==> config.mk <==
export PLATFORM = sky130hd
export DESIGN_NAME = gpio_wb_arbiter_flat
export DESIGN_NICKNAME = d
export VERILOG_FILES = /design/src/rtl/gpio_wb_arbiter_if.sv /design/src/rtl/gpio_wb_arbiter.sv /design/src/flat_wrapper.sv
export SDC_FILE = /design/constraint.sdc
export NUM_CORES = 1
export LEC_CHECK = 0
export ABC_AREA = 0
export BUFFER_PORTS_ARGS = -buffer_cell sky130_fd_sc_hd__buf_4
export CAP_MARGIN = 25
export CORE_ASPECT_RATIO = 0.7
export CORE_MARGIN = 5
export CORE_UTILIZATION = 49
export DETAILED_ROUTE_END_ITERATION = 12
export PLACE_DENSITY = 0.85
export SKIP_CTS_REPAIR_TIMING = 1
export SYNTH_ARGS = -nofsm -noshare
export SYNTH_HDL_FRONTEND = slang
export SYNTH_SLANG_ARGS = --single-unit
export TNS_END_PERCENT = 5
==> constraint.sdc <==
create_clock -name clk -period 3.75 [get_ports clk]
set_input_delay 0.1875 -clock clk [delete_from_list [all_inputs] [get_ports clk]]
set_output_delay 0.1875 -clock clk [all_outputs]
set_load 0.02 [all_outputs]
==> src/rtl/gpio_wb_arbiter_if.sv <==
// ---------------------------------------------------------------------------
// gpio_wb_arbiter_if
//
// Purpose:
//   One single-beat Wishbone (classic) link. It carries the request from a
//   bus master towards a slave and the response coming back.
//
// Signals:
//   cyc    master -> slave  bus cycle in progress
//   stb    master -> slave  strobe, a valid access is presented
//   we     master -> slave  1 = write, 0 = read
//   sel    master -> slave  byte selects [3:0]
//   adr    master -> slave  byte address [31:0]
//   dat_w  master -> slave  write data [31:0]
//   dat_r  slave -> master  read data [31:0]
//   ack    slave -> master  access acknowledge
//
// Modports:
//   master  used by whatever drives the request (cyc/stb/...).
//   slave   used by whatever answers it (dat_r/ack).
// ---------------------------------------------------------------------------
interface gpio_wb_arbiter_if;
    logic        cyc;
    logic        stb;
    logic        we;
    logic [3:0]  sel;
    logic [31:0] adr;
    logic [31:0] dat_w;
    logic [31:0] dat_r;
    logic        ack;

    modport master (
        output cyc, stb, we, sel, adr, dat_w,
        input  dat_r, ack
    );

    modport slave (
        input  cyc, stb, we, sel, adr, dat_w,
        output dat_r, ack
    );
endinterface

==> src/rtl/gpio_wb_arbiter.sv <==
// ---------------------------------------------------------------------------
// gpio_wb_arbiter
//
// Purpose:
//   Shares the GPIO controller's Wishbone slave port between two masters:
//   m0 is the management SoC and m1 is the user project. Each request is
//   forwarded as one registered single-beat slave transaction. A request
//   that gets no slave acknowledge within TIMEOUT cycles is completed by
//   the arbiter. It returns ERR_DATA and sets a sticky per-master timeout
//   flag. This guarantees that every accepted request is acknowledged.
//
// Parameters:
//   TIMEOUT   slave cycles to wait for s.ack before a forced completion
//             (2..255)
//   RR_EN     1 = round-robin between contending masters,
//             0 = fixed priority with m0 first
//   ERR_DATA  read data returned on a forced (timeout) completion
//
// Ports:
//   clk        clock; all state changes on the rising edge
//   resetn     asynchronous, active-low reset
//   m0, m1     Wishbone links from the two masters (slave side). The
//              fields map as: cyc/stb/we/sel/adr/dat_w = mx_*_i,
//              dat_r = mx_dat_o, ack = mx_ack_o (one-cycle pulse)
//   s          Wishbone link to the GPIO slave (master side). The fields
//              map as: cyc/stb/we/sel/adr/dat_w = s_*_o,
//              dat_r = s_dat_i, ack = s_ack_i
//   grant_o    one-hot current owner {m1, m0}; 00 while idle
//   timeout_o  sticky timeout flag per master {m1, m0}
//   err_clr_i  clears timeout_o; a timeout in the same cycle still sets
//              its own bit
//
// Timing with a slave that acks one cycle after seeing the strobe:
//   cycle 0 request, cycle 1 s.stb, cycle 2 s.ack, cycle 3 mx ack,
//   cycle 4 idle again and able to grant. This gives one transaction
//   every 4 cycles.
// ---------------------------------------------------------------------------
module gpio_wb_arbiter #(
    parameter int unsigned TIMEOUT  = 16,
    parameter bit          RR_EN    = 1'b1,
    parameter logic [31:0] ERR_DATA = 32'hFFFF_FFFF
) (
    input  logic              clk,
    input  logic              resetn,
    gpio_wb_arbiter_if.slave  m0,
    gpio_wb_arbiter_if.slave  m1,
    gpio_wb_arbiter_if.master s,
    output logic [1:0]        grant_o,
    output logic [1:0]        timeout_o,
    input  logic              err_clr_i
);

    typedef enum logic [1:0] {
        IDLE = 2'd0,
        BUSY = 2'd1,
        ACK  = 2'd2
    } state_t;

    // Counter value on which the forced completion fires. The counter is
    // 0 in the first strobe cycle, so s.stb is high for exactly TIMEOUT
    // cycles at most.
    localparam logic [7:0] CNT_LAST = 8'(TIMEOUT - 1);

    state_t      state_q,   state_d;
    logic [7:0]  cnt_q,     cnt_d;
    logic        s_cyc_q,   s_cyc_d;
    logic        s_we_q,    s_we_d;
    logic [3:0]  s_sel_q,   s_sel_d;
    logic [31:0] s_adr_q,   s_adr_d;
    logic [31:0] s_dat_q,   s_dat_d;
    logic [31:0] m0_dat_q,  m0_dat_d;
    logic [31:0] m1_dat_q,  m1_dat_d;
    logic [1:0]  ack_q,     ack_d;
    logic [1:0]  grant_q,   grant_d;
    logic [1:0]  timeout_q, timeout_d;
    logic        last_q,    last_d;     // 1 = m1 owned the previous transaction
    logic        abandon_q, abandon_d;  // owner left the bus during this transaction

    logic [1:0]  req;
    logic        pick_m1;
    logic        owner_m1;
    logic        owner_cyc;
    logic        abandon_now;

    assign req       = {m1.cyc & m1.stb, m0.cyc & m0.stb};
    assign owner_m1  = grant_q[1];
    assign owner_cyc = owner_m1 ? m1.cyc : m0.cyc;

    // Once the owner drops cyc, its ack must stay suppressed even if it
    // raises cyc again before the slave answers.
    assign abandon_now = abandon_q | ~owner_cyc;

    // Owner selection. The last-owner register resets to m1, so m0 wins
    // the first contested round in round-robin mode.
    always_comb begin
        if (req == 2'b11) begin
            pick_m1 = RR_EN ? ~last_q : 1'b0;
        end else begin
            pick_m1 = req[1];
        end
    end

    always_comb begin
        state_d   = state_q;
        cnt_d     = cnt_q;
        s_cyc_d   = s_cyc_q;
        s_we_d    = s_we_q;
        s_sel_d   = s_sel_q;
        s_adr_d   = s_adr_q;
        s_dat_d   = s_dat_q;
        m0_dat_d  = m0_dat_q;
        m1_dat_d  = m1_dat_q;
        ack_d     = 2'b00;
        grant_d   = grant_q;
        timeout_d = timeout_q & ~{2{err_clr_i}};
        last_d    = last_q;
        abandon_d = abandon_q;

        case (state_q)
            IDLE: begin
                if (req != 2'b00) begin
                    if (pick_m1) begin
                        s_we_d  = m1.we;
                        s_sel_d = m1.sel;
                        s_adr_d = m1.adr;
                        s_dat_d = m1.dat_w;
                        grant_d = 2'b10;
                    end else begin
                        s_we_d  = m0.we;
                        s_sel_d = m0.sel;
                        s_adr_d = m0.adr;
                        s_dat_d = m0.dat_w;
                        grant_d = 2'b01;
                    end
                    s_cyc_d   = 1'b1;
                    cnt_d     = 8'd0;
                    abandon_d = 1'b0;
                    state_d   = BUSY;
                end
            end

            BUSY: begin
                abandon_d = abandon_now;
                if (s.ack) begin
                    s_cyc_d = 1'b0;
                    if (!abandon_now) begin
                        if (owner_m1) begin
                            m1_dat_d = s.dat_r;
                            ack_d    = 2'b10;
                        end else begin
                            m0_dat_d = s.dat_r;
                            ack_d    = 2'b01;
                        end
                    end
                    state_d = ACK;
                end else if (cnt_q == CNT_LAST) begin
                    // Forced completion. The flag is set even for an
                    // abandoned request, and it overrides a clear in the
                    // same cycle.
                    s_cyc_d = 1'b0;
                    if (!abandon_now) begin
                        if (owner_m1) begin
                            m1_dat_d = ERR_DATA;
                            ack_d    = 2'b10;
                        end else begin
                            m0_dat_d = ERR_DATA;
                            ack_d    = 2'b01;
                        end
                    end
                    if (owner_m1) begin
                        timeout_d[1] = 1'b1;
                    end else begin
                        timeout_d[0] = 1'b1;
                    end
                    state_d = ACK;
                end else begin
                    cnt_d = cnt_q + 8'd1;
                end
            end

            ACK: begin
                // Requests are not sampled here. A master that has not
                // yet dropped its strobe is therefore not granted again.
                last_d  = owner_m1;
                grant_d = 2'b00;
                state_d = IDLE;
            end

            default: begin
                state_d = IDLE;
            end
        endcase
    end

    always_ff @(posedge clk or negedge resetn) begin
        if (!resetn) begin
            state_q   <= IDLE;
            cnt_q     <= 8'd0;
            s_cyc_q   <= 1'b0;
            s_we_q    <= 1'b0;
            s_sel_q   <= 4'd0;
            s_adr_q   <= 32'd0;
            s_dat_q   <= 32'd0;
            m0_dat_q  <= 32'd0;
            m1_dat_q  <= 32'd0;
            ack_q     <= 2'b00;
            grant_q   <= 2'b00;
            timeout_q <= 2'b00;
            last_q    <= 1'b1;
            abandon_q <= 1'b0;
        end else begin
            state_q   <= state_d;
            cnt_q     <= cnt_d;
            s_cyc_q   <= s_cyc_d;
            s_we_q    <= s_we_d;
            s_sel_q   <= s_sel_d;
            s_adr_q   <= s_adr_d;
            s_dat_q   <= s_dat_d;
            m0_dat_q  <= m0_dat_d;
            m1_dat_q  <= m1_dat_d;
            ack_q     <= ack_d;
            grant_q   <= grant_d;
            timeout_q <= timeout_d;
            last_q    <= last_d;
            abandon_q <= abandon_d;
        end
    end

    assign s.cyc   = s_cyc_q;
    assign s.stb   = s_cyc_q;
    assign s.we    = s_we_q;
    assign s.sel   = s_sel_q;
    assign s.adr   = s_adr_q;
    assign s.dat_w = s_dat_q;

    assign m0.dat_r = m0_dat_q;
    assign m0.ack   = ack_q[0];
    assign m1.dat_r = m1_dat_q;
    assign m1.ack   = ack_q[1];

    assign grant_o   = grant_q;
    assign timeout_o = timeout_q;

endmodule

==> src/flat_wrapper.sv <==
// flat-port wrapper written by rule: the top's interface ports become plain ports
module gpio_wb_arbiter_flat 
#(
    parameter int unsigned TIMEOUT  = 16,
    parameter bit          RR_EN    = 1'b1,
    parameter logic [31:0] ERR_DATA = 32'hFFFF_FFFF
)
  (clk, resetn, grant_o, timeout_o, err_clr_i, m0_cyc, m0_stb, m0_we, m0_sel, m0_adr, m0_dat_w, m0_dat_r, m0_ack, m1_cyc, m1_stb, m1_we, m1_sel, m1_adr, m1_dat_w, m1_dat_r, m1_ack, s_cyc, s_stb, s_we, s_sel, s_adr, s_dat_w, s_dat_r, s_ack);
  gpio_wb_arbiter_if m0_i ();
  gpio_wb_arbiter_if m1_i ();
  gpio_wb_arbiter_if s_i ();
  input  logic clk;
  input  logic resetn;
  output logic [1:0] grant_o;
  output logic [1:0] timeout_o;
  input  logic err_clr_i;
  input wire logic [$bits(m0_i.cyc)-1:0] m0_cyc;
  input wire logic [$bits(m0_i.stb)-1:0] m0_stb;
  input wire logic [$bits(m0_i.we)-1:0] m0_we;
  input wire logic [$bits(m0_i.sel)-1:0] m0_sel;
  input wire logic [$bits(m0_i.adr)-1:0] m0_adr;
  input wire logic [$bits(m0_i.dat_w)-1:0] m0_dat_w;
  output wire logic [$bits(m0_i.dat_r)-1:0] m0_dat_r;
  output wire logic [$bits(m0_i.ack)-1:0] m0_ack;
  input wire logic [$bits(m1_i.cyc)-1:0] m1_cyc;
  input wire logic [$bits(m1_i.stb)-1:0] m1_stb;
  input wire logic [$bits(m1_i.we)-1:0] m1_we;
  input wire logic [$bits(m1_i.sel)-1:0] m1_sel;
  input wire logic [$bits(m1_i.adr)-1:0] m1_adr;
  input wire logic [$bits(m1_i.dat_w)-1:0] m1_dat_w;
  output wire logic [$bits(m1_i.dat_r)-1:0] m1_dat_r;
  output wire logic [$bits(m1_i.ack)-1:0] m1_ack;
  output wire logic [$bits(s_i.cyc)-1:0] s_cyc;
  output wire logic [$bits(s_i.stb)-1:0] s_stb;
  output wire logic [$bits(s_i.we)-1:0] s_we;
  output wire logic [$bits(s_i.sel)-1:0] s_sel;
  output wire logic [$bits(s_i.adr)-1:0] s_adr;
  output wire logic [$bits(s_i.dat_w)-1:0] s_dat_w;
  input wire logic [$bits(s_i.dat_r)-1:0] s_dat_r;
  input wire logic [$bits(s_i.ack)-1:0] s_ack;
  assign m0_i.cyc = m0_cyc;
  assign m0_i.stb = m0_stb;
  assign m0_i.we = m0_we;
  assign m0_i.sel = m0_sel;
  assign m0_i.adr = m0_adr;
  assign m0_i.dat_w = m0_dat_w;
  assign m0_dat_r = m0_i.dat_r;
  assign m0_ack = m0_i.ack;
  assign m1_i.cyc = m1_cyc;
  assign m1_i.stb = m1_stb;
  assign m1_i.we = m1_we;
  assign m1_i.sel = m1_sel;
  assign m1_i.adr = m1_adr;
  assign m1_i.dat_w = m1_dat_w;
  assign m1_dat_r = m1_i.dat_r;
  assign m1_ack = m1_i.ack;
  assign s_cyc = s_i.cyc;
  assign s_stb = s_i.stb;
  assign s_we = s_i.we;
  assign s_sel = s_i.sel;
  assign s_adr = s_i.adr;
  assign s_dat_w = s_i.dat_w;
  assign s_i.dat_r = s_dat_r;
  assign s_i.ack = s_ack;
  gpio_wb_arbiter #(.TIMEOUT(TIMEOUT), .RR_EN(RR_EN), .ERR_DATA(ERR_DATA)) u_core (.clk(clk), .resetn(resetn), .m0(m0_i), .m1(m1_i), .s(s_i), .grant_o(grant_o), .timeout_o(timeout_o), .err_clr_i(err_clr_i));
endmodule
==> impl_metrics.csv <==
group,metric,value,unit
setup_path,end_kind,"flip-flop",
timing,hold_slack,2.79,ps
logic_synthesis,synth_compound_area_frac,0.163,
setup_path,ff2ff_setup_slack,1490,ps
power_and_ir_drop,power_frac_seq,0.367,
power_and_ir_drop,internal_power,4870,uW
place,dp_hpwl,14.5,mm
finish,layout-drive-gt1-share,0.420,
timing,tightestPinTransition,792,ps
power_and_ir_drop,finalPower,7890,uW
timing,fin_skew,13.3,ps
setup_path,critPathRequiredTime,4090,ps
logic_synthesis,synth_top_family_by_area,"compound AO/OA/AOI/OAI gates",
clock_network,clk_path_buf_depth,2,
power_and_ir_drop,swShare,0.384,
logic_synthesis,syn_inst,536,
timing,hold_violations,0,
place,gp_congestion,0.854,
die,fp-row-count,34,
place,portBuffers,318,
logic_synthesis,synth_mux_area_frac,0.112,
place,pre_cts_ws,1450,ps
timing,fin_crit_sh,0.602,
power_and_ir_drop,power.density,817,nW/um^2
detailed_routing,drt_first_pass_iters,4,
global_route,overflow,0,
power_and_ir_drop,switching_power,3030,uW
clock_network,htreeDepth,4,
logic_synthesis,syn_area,6380,um^2
clock_network,clock-root-buffer,"clkbuf_16",
detailed_routing,post_drt_via_cell_ratio,5.37,
detailed_routing,wl_per_cell,19.4,um
die,core_area,12600,um^2
place,dpl-instance-area,8780,um^2
logic_synthesis,yosysWarnings,0,
logic_synthesis,synth_seq_cells,152,
finish,num-nets-final,1046,
logic_synthesis,synth-xor-area-share,0.00137,
global_route,grt_pass1_vias,5630,
finish,fin_area,9660,um^2
detailed_routing,postRouteAntennaNets,0,
power_and_ir_drop,p_comb_frac,0.427,
power_and_ir_drop,peakVddDrop,314,uV
timing,fmax,0.443,GHz
clock_network,worst_skew_pair.late_latency,410,ps
setup_path,path_class,"reg2reg",
power_and_ir_drop,p_leak,0.00497,uW
logic_synthesis,ys_seq_area_frac,0.596,
logic_synthesis,synth-simple-area-share,0.0790,
setup_path,worstSetupStartpointType,"flip-flop",
setup_path,cp.arrival,2590,ps
logic_synthesis,synth_flop_cell,"dfrtp_1",
die,chipWidth,146,um
timing,fin_ws,1490,ps
logic_synthesis,synth_nets,715,
power_and_ir_drop,p_clk_frac,0.207,
global_route,grt_pass1_wl,29.6,mm
global_route,track_usage,0.239,
die,ios,319,
timing,rsz0062_at_grt,"false",
timing,finalMaxSlewViolations,0,
worst_hold_path,hold_class,"in2reg",
clock_network,cts_tree,"done",
detailed_routing,drt_iter0_markers,263,
timing,min_period,2260,ps
finish,layout_commonest_cell,"buf_4",
logic_synthesis,async_reset_ff_frac,1.00,
detailed_routing,vias,5585,
clock_network,clkSinkCount,152,
detailed_routing,drc_errors,0,
die,die-height,105,um
setup_path,cp_max_fo,18,
finish,syn2layout_area_growth,51.4,%
global_route,antenna_found_initial,0,
finish,final_cell_mix,"326 x buf_4, 151 x dfrtp_1, 80 x nand2_1",
timing,setup_viol,0,
timing,setup_tns,0,ps
die,initial_core_util,0.507,
run,cap_violations,0,
die,die_area,15400,um^2
clock_network,cts_buffers,17,
logic_synthesis,ys_types,38,
timing,maxSlewHeadroom,0.472,
logic_synthesis,synth_fa_ha_area_frac,0.00196,
finish,n_antenna_cell,0,
logic_synthesis,avgSynthCellArea,11.9,um^2
detailed_routing,drt-total-wl,20.2,mm
clock_network,clkTransAtPathRegs,60,ps
logic_synthesis,synth-edff-count,0,
status,status,"complete, no violations",
global_route,grt_max_degree,113,
sequential cells by signal, summed over array words and instances, names as in the netlist, 2 cells and up:
signal            cells
u_core.m0.dat_r      32
u_core.m1.dat_r      32
u_core.s.adr         32
u_core.s.dat_w       32
u_core.cnt_q          8
u_core.s.sel          4
u_core.ack_q          2
u_core.grant_o        2
u_core.state_q        2
u_core.timeout_o      2
cells in the mapped netlist, drive strengths merged (2+ instances only):
library cell  count  area [um^2]
mux2i            70          701
nor3              4         20.0
dfrtp           151         3780
o31ai             2         15.0
o21ai            76          380
nand2            80          300
nand2b            2         12.5
inv               3         11.3
nand4             2         12.5
nor2              6         22.5
buf              29          241
nor2b             4         25.0
clkbuf           12         45.0
o22a             64          561
or3               2         12.5
nand3            10         50.1
o211ai            2         15.0
a22oi             2         20.0
per-layer routing:
layer  track usage  up-vias  routed length, um
li1              -     2585                  -
met1         0.287     2725               7560
met2         0.422      247              10800
met3        0.0708       28               1390
met4        0.0691        0                414
met5             0        -                  0
through the flow:
| step | std cells | utilization |
|---|---|---|
| 3_5_place_dp | 984 | 0.697 |
| 4_1_cts | 1015 | 0.743 |
| 6_report | 1041 | 0.767 |
| 3_3_place_gp | 984 | 0.697 |
| 2_1_floorplan | 536 | - |
| 5_1_grt | 1041 | 0.767 |
power by group through the flow:
stage	Sequential (uW)	Combinational, uW	Clock [uW]
floorplan	3660	897	0
global placement	2830	3240	0
detailed placement	2880	3330	0
CTS	2860	3330	1650
global route	2980	3580	1730
finish	2900	3370	1630
final timing paths:
kind / endpoint / cells after the start / start
min: u_core.m0.dat_r[2] / 2 / s_dat_r[2]
min reg2reg: u_core.s.adr[17] / 2 / u_core.s.adr[17]
min in group asynchronous: u_core.m0.dat_r[23] / 2 / resetn
max: u_core.m0.dat_r[17] / 5 / u_core.cnt_q[4]
max reg2reg: u_core.m0.dat_r[17] / 5 / u_core.cnt_q[4]
max in group asynchronous: u_core.last_q / 4 / resetn
critical path: stages (launching register included):
cell     delay, ps
dfrtp_1        450
nor4_4         370
a21oi_1        200
nor2b_2        600
buf_4          360
o22a_1         210
final cells by class:
class	count	area (um^2)
clock buffers	20	457
clock inverters	11	114
fillers	806	2930
inverters	3	11.3
multi-input cells	340	2300
flip-flops and latches	152	3800
well taps	162	203
repair buffers	353	2770
cell families (layout without fill, tap and decap cells):
logic type      count (synthesis)  in the layout
simple gates                  114            114
mux                            71             71
flops                         152            152
compound gates                153            153
buf+inv                        44            387
fa+ha+maj                       1              1
xor+xnor                        1              1
Power figures use the tool's default switching activity.
